$ cat config.mk
export PLATFORM = sky130hd
export DESIGN_NAME = usart_rx_flat
export DESIGN_NICKNAME = d
export VERILOG_FILES = /design/src/rtl/usart_pkg.sv /design/src/rtl/usart_rx_if.sv /design/src/rtl/usart_sync.sv /design/src/rtl/usart_rx.sv /design/src/flat_wrapper.sv
export SDC_FILE = /design/constraint.sdc
export NUM_CORES = 1
export LEC_CHECK = 0
export CAP_MARGIN = 20
export CORE_UTILIZATION = 50
export CTS_CLUSTER_SIZE = 8
export DETAILED_ROUTE_END_ITERATION = 10
export PLACE_DENSITY = 0.74
export SLEW_MARGIN = 20
export SYNTH_ARGS = -nofsm -noshare
export SYNTH_HDL_FRONTEND = slang
export SYNTH_SLANG_ARGS = --single-unit
$ cat constraint.sdc
create_clock -name clk -period 1.7 [get_ports clk]
set_input_delay 0.17 -clock clk [delete_from_list [all_inputs] [get_ports clk]]
set_output_delay 0.17 -clock clk [all_outputs]
set_load 0.03 [all_outputs]
$ cat src/rtl/usart_pkg.sv
// Shared USART definitions: receiver states, the common baud divisor
// and the usart_ctrl command encodings.
package usart_pkg;

   localparam int DEFAULT_CLKS_PER_BIT = 138;

   typedef enum logic [2:0] {
      IDLE,
      START,
      DATA,
      STOP,
      BREAK
   } rx_state_t;

   localparam logic [1:0] NOP      = 2'd0;
   localparam logic [1:0] SET_CTRL = 2'd1;
   localparam logic [1:0] SET_DATA = 2'd2;
   localparam logic [1:0] GET_DATA = 2'd3;

endpackage

$ cat src/rtl/usart_rx_if.sv
// Receiver-to-consumer bundle: held byte with valid/ack handshake,
// plus line status flags.
interface usart_rx_if;
   logic [7:0] rx_data;
   logic       rx_valid;
   logic       rx_busy;
   logic       frame_err;
   logic       overrun_err;
   logic       rx_ack;

   modport master (
      output rx_data,
      output rx_valid,
      output rx_busy,
      output frame_err,
      output overrun_err,
      input  rx_ack
   );

   modport slave (
      input  rx_data,
      input  rx_valid,
      input  rx_busy,
      input  frame_err,
      input  overrun_err,
      output rx_ack
   );
endinterface

$ cat src/rtl/usart_sync.sv
// N-flop synchroniser for asynchronous inputs; flops reset to 1 so an
// idle-high line reads idle straight out of reset.
module usart_sync #(
   parameter int N = 2
) (
   input  logic clk,
   input  logic reset,
   input  logic d_i,
   output logic q_o
);

   logic [N-1:0] sync_q;

   always_ff @(posedge clk) begin
      if (reset) begin
         sync_q <= '1;
      end else begin
         sync_q <= {sync_q[N-2:0], d_i};
      end
   end

   assign q_o = sync_q[N-1];

endmodule

$ cat src/rtl/usart_rx.sv
// 8N1 UART receiver: mid-bit sampling from a clock-count bit period,
// byte held in a valid/ack register with framing and overrun flags.
module usart_rx
   import usart_pkg::*;
#(
   parameter int CLKS_PER_BIT = DEFAULT_CLKS_PER_BIT,
   parameter int SYNC_STAGES  = 2
) (
   input  logic   clk,
   input  logic   reset,
   input  logic   rx_pin,
   usart_rx_if.master rx
);

   localparam int CW = $clog2(CLKS_PER_BIT);
   localparam logic [CW-1:0] HALF_M1 = CW'(CLKS_PER_BIT / 2 - 1);
   localparam logic [CW-1:0] LAST    = CW'(CLKS_PER_BIT - 1);

   logic          rx_s;
   rx_state_t     state_q;
   logic [CW-1:0] cnt_q;
   logic [2:0]    idx_q;
   logic [7:0]    shreg_q;
   logic [7:0]    data_q;
   logic          valid_q;
   logic          busy_q;
   logic          ferr_q;
   logic          ovr_q;
   logic          dlv_q;

   usart_sync #(.N(SYNC_STAGES)) u_sync (
      .clk   (clk),
      .reset (reset),
      .d_i   (rx_pin),
      .q_o   (rx_s)
   );

   always_ff @(posedge clk) begin
      if (reset) begin
         state_q <= IDLE;
         cnt_q   <= '0;
         idx_q   <= '0;
         shreg_q <= '0;
         data_q  <= '0;
         valid_q <= 1'b0;
         busy_q  <= 1'b0;
         ferr_q  <= 1'b0;
         ovr_q   <= 1'b0;
         dlv_q   <= 1'b0;
      end else begin
         ferr_q <= 1'b0;
         dlv_q  <= 1'b0;
         cnt_q  <= cnt_q + 1'b1;

         // a delivery in the same cycle as an ack keeps valid set
         if (dlv_q) begin
            data_q  <= shreg_q;
            valid_q <= 1'b1;
            if (valid_q && !rx.rx_ack) begin
               ovr_q <= 1'b1;
            end else if (rx.rx_ack) begin
               ovr_q <= 1'b0;
            end
         end else if (rx.rx_ack) begin
            valid_q <= 1'b0;
            ovr_q   <= 1'b0;
         end

         unique case (state_q)
            IDLE: begin
               cnt_q <= '0;
               if (!rx_s) begin
                  state_q <= START;
                  busy_q  <= 1'b1;
               end
            end
            START: begin
               if (cnt_q == HALF_M1) begin
                  cnt_q <= '0;
                  if (rx_s) begin
                     state_q <= IDLE;
                     busy_q  <= 1'b0;
                  end else begin
                     state_q <= DATA;
                     idx_q   <= '0;
                  end
               end
            end
            DATA: begin
               if (cnt_q == LAST) begin
                  cnt_q          <= '0;
                  shreg_q[idx_q] <= rx_s;
                  idx_q          <= idx_q + 3'd1;
                  if (idx_q == 3'd7) begin
                     state_q <= STOP;
                  end
               end
            end
            STOP: begin
               if (cnt_q == LAST) begin
                  cnt_q <= '0;
                  if (rx_s) begin
                     dlv_q   <= 1'b1;
                     state_q <= IDLE;
                     busy_q  <= 1'b0;
                  end else begin
                     ferr_q  <= 1'b1;
                     state_q <= BREAK;
                  end
               end
            end
            BREAK: begin
               // held-low line must return high before a new start
               cnt_q <= '0;
               if (rx_s) begin
                  state_q <= IDLE;
                  busy_q  <= 1'b0;
               end
            end
            default: begin
               cnt_q   <= '0;
               state_q <= IDLE;
               busy_q  <= 1'b0;
            end
         endcase
      end
   end

   assign rx.rx_data     = data_q;
   assign rx.rx_valid    = valid_q;
   assign rx.rx_busy     = busy_q;
   assign rx.frame_err   = ferr_q;
   assign rx.overrun_err = ovr_q;

endmodule

$ cat src/flat_wrapper.sv
// flat-port wrapper written by rule: the top's interface ports become plain ports
module usart_rx_flat import usart_pkg::*;
#(
   parameter int CLKS_PER_BIT = DEFAULT_CLKS_PER_BIT,
   parameter int SYNC_STAGES  = 2
)
  (clk, reset, rx_pin, rx_rx_data, rx_rx_valid, rx_rx_busy, rx_frame_err, rx_overrun_err, rx_rx_ack);
  usart_rx_if rx_i ();
  input  logic clk;
  input  logic reset;
  input  logic rx_pin;
  output wire logic [$bits(rx_i.rx_data)-1:0] rx_rx_data;
  output wire logic [$bits(rx_i.rx_valid)-1:0] rx_rx_valid;
  output wire logic [$bits(rx_i.rx_busy)-1:0] rx_rx_busy;
  output wire logic [$bits(rx_i.frame_err)-1:0] rx_frame_err;
  output wire logic [$bits(rx_i.overrun_err)-1:0] rx_overrun_err;
  input wire logic [$bits(rx_i.rx_ack)-1:0] rx_rx_ack;
  assign rx_rx_data = rx_i.rx_data;
  assign rx_rx_valid = rx_i.rx_valid;
  assign rx_rx_busy = rx_i.rx_busy;
  assign rx_frame_err = rx_i.frame_err;
  assign rx_overrun_err = rx_i.overrun_err;
  assign rx_i.rx_ack = rx_rx_ack;
  usart_rx #(.CLKS_PER_BIT(CLKS_PER_BIT), .SYNC_STAGES(SYNC_STAGES)) u_core (.clk(clk), .reset(reset), .rx_pin(rx_pin), .rx(rx_i));
endmodule
; After elaboration in Yosys (flattened, before gate mapping)
; Cells that the tools add are included.
[classes]
add_sub_neg = 2
magnitude_cmp = 2
n_eq_ne = 14
n_mux = 31
bitwise = 3
reduce_logical = 12
[op_table]
columns = cell, n
row1 = $mux 3, 10
row2 = $mux 8, 2
row3 = $pmux 8 s2, 1
row4 = $pmux 3 s5, 1
row5 = $mux 1, 12
row6 = $add 8x1->8 const B, 1
row7 = $bwmux 8, 1
row8 = $eq 8x7->1 const B, 1
row9 = $eq 8x8->1 const B, 1
row10 = $ne 2x1->1 const B, 4
row11 = $reduce_and 4->1, 2
row12 = $eq 3x2->1 const B, 2
row13 = $eq 3x3->1 const B, 2
row14 = $ne 2x2->1 const B, 3
row15 = $pmux 3 s2, 1
row16 = $reduce_and 6->1, 1
row17 = $pmux 1 s5, 1
row18 = $lt 3x4->1 const B, 1
row19 = $reduce_bool 2->1, 2
row20 = $add 3x1->3 const B, 1
row21 = $demux 1 s3, 1
row22 = $eq 3x1->1 const B, 1
row23 = $ge 3x1->1 const B, 1
row24 = $logic_not 3->1, 1
row25 = other kinds (7), 10
[totals]
regBits = 37
in_bits = 4
output_inout_bits = 12
wordCells = 75

; Depth between registers and ports, before layout
[logic_depth]
ltp_word = 5
mapped_depth = 6
depth_no_buf = 6

; Modules after synthesis
; Synthesis repeated with hierarchy kept, for this count alone.
[unflattened]
hier_cells = 181
hier_area_um2 = 1730.4
[by_module_without_submodules]
columns = module, instances, cells_per_inst, area_each_um2, seq_area_each_um2
row1 = usart_rx, 1, 177, 1677.9, 700.7
row2 = usart_sync, 1, 4, 52.6, 40.0

; Worst setup path before layout
; No wires, ideal clock.
[synth_timing]
path_kind = register to register
startpoint = reg u_core.state_q[0]
endpoint = reg u_core.idx_q[0]
setup_time_ns = 0.067
t_arrival_ns = 1.608
required_ns = 1.633
path_slack_ns = 0.025
path_stages_with_launch = 6
n_path_buf = 1
period_less_slack_ns = 1.675
cell_sequence = dfxtp_1 -> buf_2 -> or3b_2 -> or3_4 -> or2_0 -> a21oi_2
[synth_between]
elab_chain_cells = 3
word_cells_on_any_way = 8
classes_between = eq/ne (5) / mux (1) / reduce/logical (2)
[synth_rtl]
columns = item, line_no
row1 = start: declaration, usart_rx.sv:20  ; rx_state_t state_q;
row2 = start signal: assignment, usart_rx.sv:40  ; state_q <= IDLE;
row3 = start signal: assignment, usart_rx.sv:73  ; state_q <= START;
row4 = start signal: assignment, usart_rx.sv:81  ; state_q <= IDLE;
row5 = $eq 3x1->1 / $eq 3x2->1 (equally long branches), usart_rx.sv:69  ; unique case (state_q)
row6 = $ne 2x2->1 (no source line) (tied with other cells), --
row7 = $reduce_and 4->1 (no source line), --
row8 = end signal: assignment, usart_rx.sv:93  ; idx_q <= idx_q + 3'd1;
row9 = end: declaration, usart_rx.sv:22  ; logic [2:0] idx_q;
; Parallel ways exist; a longest one is shown, timed or not.
; A chain may end at the register's enable or synchronous reset.

; Worst setup path after layout
[layout_timing]
startpoint = reg u_core.cnt_q[2]
endpoint = reg u_core.idx_q[0]
[layout_between]
elab_chain_cells = 3
word_cells_on_any_way = 5
classes_between = eq/ne (4) / reduce/logical (1)
[layout_rtl]
columns = item, line_no
row1 = start: declaration, usart_rx.sv:21  ; logic [CW-1:0] cnt_q;
row2 = start signal: assignment, usart_rx.sv:53  ; cnt_q <= cnt_q + 1'b1;
row3 = $eq 8x8->1 / $eq 8x7->1 (equally long branches), "usart_rx.sv:90, usart_rx.sv:78"
row4 = $ne 2x1->1 (no source line), --
row5 = $reduce_and 4->1 (no source line) *, --
; Every way passes the cells marked *; elsewhere a longest branch is shown, timed or not.

==> impl_metrics.env <==
export IMPL_die_h_um=58.3
export IMPL_slew_headroom=0.643
export IMPL_syn_avg_cell_area_um2=9.44
export IMPL_worstPathMaxFanout=5
export IMPL_cp_arrival_ns=1.97
export IMPL_nNetsFinal=209
export IMPL_rows=20
export IMPL_skew_ns=0.00655
export IMPL_cp_cell_sequence="or4b_4 -> or3_4 -> or2_1 -> a21oi_2"
export IMPL_startpoint_type="flip-flop"
export IMPL_num_antenna_cells=0
export IMPL_die_area_mm2=0.00340
export IMPL_cts_tree="yes"
export IMPL_synth_seq_cells=37
export IMPL_via_per_inst=5.18
export IMPL_start_util=0.524
export IMPL_multi_input_area_um2=835
export IMPL_wl_met3_um=106
export IMPL_clkSlewWorstSetupHoldPaths_ns=0.11
export IMPL_syn_num_nets=177
export IMPL_async_reset_ff_frac=0
export IMPL_grt_max_degree=17
export IMPL_period_needed_ns=1.68
export IMPL_wl_met1_mm=1.42
export IMPL_cts_sinks=37
export IMPL_outcome="finished, final reports clean"
export IMPL_drive_gt1_frac=0.219
export IMPL_cts_root_buffer="clkbuf_4"
export IMPL_h_tree_depth=2
export IMPL_synth_top_family_by_area="simple AND/OR/NAND/NOR gates"
export IMPL_maxCapViolCount=0
export IMPL_drt_initial_drc_count=59
export IMPL_hpwl_mm=2.24
export IMPL_drt_total_wl_mm=3.05
export IMPL_final_util=0.655
export IMPL_top_layer_used="met4"
export IMPL_layout_commonest_cell="dfxtp_1"
export IMPL_port_buffers=15
export IMPL_clock_path_buffers=2
export IMPL_worstSetupEndpointType="flip-flop"
export IMPL_grt_overflow=0
export IMPL_postSynthCellCount=168
export IMPL_ant_nets=0
export IMPL_cpPeakStageDelay_ns=0.56
export IMPL_drc=0
export IMPL_synth_fa_ha_area_frac=0.0395
export IMPL_synth_area_mm2=0.00159
export IMPL_numCtsBuffers=5
export IMPL_antenna_found_initial=0
export IMPL_power_total_w=0.00138
export IMPL_wl_met2_mm=1.48
export IMPL_slew_violations=0
export IMPL_syn_to_final_growth_pct=25.2
export IMPL_grt_use_total=0.202
export IMPL_fill_cells=255
export IMPL_grt_pass1_vias=1240
export IMPL_synth_xor_area_frac=0.0331
export IMPL_final_seq_area_um2=743
export IMPL_yosysWarnings=0
export IMPL_required_ns=1.99
export IMPL_grt_pass1_wl_mm=5.16
export IMPL_synth_cell_types=36
export IMPL_ir_drop_mv=0.492
export IMPL_synth_mux_area_fraction=0.101
export IMPL_hold_path_class="in -> reg"
export IMPL_p_leak_nw=0.766
export IMPL_ys_flop_type="dfxtp_1"
export IMPL_drt_pass1_iter_count=4
export IMPL_worst_path_buf_inv=0
export IMPL_wl_per_cell_um=12.5
export IMPL_core_region_area_mm2=0.00303
export IMPL_synthSimpleGateAreaFrac=0.243
export IMPL_ctsHoldBuffers=0
export IMPL_synth_edff_count=0
export IMPL_die_x_um=58.3
export IMPL_worst_skew_pair_late_latency_ns=0.34
export IMPL_p_per_area_mw_per_mm2=697
export IMPL_slowest_stage="or4b_4"
export IMPL_worst_slew_pin_slew_ns=0.535
export IMPL_final_cell_mix="dfxtp_1, mux2i_1, buf_4"
export IMPL_finalSetupViolCount=0
export IMPL_post_route_period_util=0.985
export IMPL_boundaryPins=16
export IMPL_rsz0062_at_grt="yes"
export IMPL_vias=1269
export IMPL_place_congestion=0.794
export IMPL_synth_compound_area_frac=0.0845
export IMPL_hold_violations=0
export IMPL_yosysSeqAreaShare=0.467
export IMPL_clock_fmax_ghz=0.597
export IMPL_crit_family="simple AND/OR/NAND/NOR gates"
export IMPL_setup_worst_path_class="reg -> reg"
==> state kept, by name, summed over array words and instances (netlist names) <==
register,count
u_core.cnt_q,8
u_core.rx.rx_valid,1
u_core.idx_q,3
u_core.rx.rx_busy,1
u_core.rx.frame_err,1
u_core.u_sync.sync_q,2
u_core.rx.rx_data,8
u_core.rx.overrun_err,1
u_core.shreg_q,8
u_core.dlv_q,1
u_core.state_q,3
==> metrics by stage <==
step	setup WS, ns	area (um^2)	setup TNS, ns	std cells	hold slack, ns
floorplan	0.0249	1590	0	168	0.247
global placement	0.0535	1890	0	237	0.403
detailed placement	0.00738	1890	0	237	0.406
CTS	0.0156	1960	0	245	0.383
global route	-0.0308	1980	-0.0584	245	0.391
finish	0.0250	1980	0	245	0.384
==> per-layer routing <==
layer | global-route usage | vias up
li1 | - | 646
met1 | 0.235 | 600
met2 | 0.346 | 18
met3 | 0.0549 | 5
met4 | 0.0918 | 0
met5 | 0 | -
==> path summary, 6_finish.rpt <==
| kind | startpoint | end | slack (ns) | depth (start not counted) |
|---|---|---|---|---|
| max | u_core.cnt_q[2]$_SDFF_PP0_ | u_core.idx_q[0]$_SDFFE_PP0P_ | 0.02 | 4 |
| min | rx_pin | u_core.u_sync.sync_q[0]$_SDFF_PP1_ | 0.38 | 2 |
| max reg2reg | u_core.cnt_q[2]$_SDFF_PP0_ | u_core.idx_q[0]$_SDFFE_PP0P_ | 0.02 | 4 |
| min reg2reg | u_core.u_sync.sync_q[0]$_SDFF_PP1_ | u_core.u_sync.sync_q[1]$_SDFF_PP1_ | 0.43 | 1 |
==> what timing repair did <==
action,CTS,global route
pin swaps,3,9
resized for setup,4,11
setup endpoints to repair,6,9
setup buffers,0,1
==> synthesized netlist by cell type (all sizes together) (2+ instances only) <==
library cell   n  share of area
a211o          2          0.011
a211oi         3          0.014
a21oi          8          0.028
and3           2         0.0079
buf            2         0.0055
clkbuf         4         0.0095
dfxtp         37           0.47
ha             5          0.039
inv            7          0.017
mux2i         16           0.10
nand2          6          0.014
nand2b        11          0.043
nand3          8          0.025
nand4          3          0.012
nor2          21          0.050
nor3           5          0.016
nor3b          2         0.0095
o21ai          2         0.0063
o32ai          2          0.011
or2            5          0.020
xnor2          2          0.011
xor2           4          0.022
==> kinds of logic after synthesis <==
| family | after synthesis |
|---|---|
| xor gates and xnor gates | 6 |
| DFF | 37 |
| AOI/OAI and AO/OA | 20 |
| buffers and inverters | 13 |
| muxes | 16 |
| and+or+nand+nor | 71 |
| adders and majority gates | 5 |
==> power by group <==
part            total, W  switching [W]  internal [W]
registers       0.000875     0.00000330      0.000872
clock network   0.000444       0.000288      0.000156
logic          0.0000631      0.0000336     0.0000295
total            0.00138       0.000325       0.00106
==> cell type report <==
class,instances,share of cell area
clock buffer,5,0.0189
clock inverter,3,0.00883
inverter,7,0.0132
multi-input combinational,118,0.421
sequential,37,0.375
tap,44,0.0277
timing repair buffer,31,0.136
==> worst reg2reg max path, cell delays in order (launching register included) <==
cell and delay (ns):
dfxtp_1 0.33, or4b_4 0.56, or3_4 0.37, or2_1 0.24
a21oi_2 0.12
No activity file was read; power rests on OpenSTA's default activity.
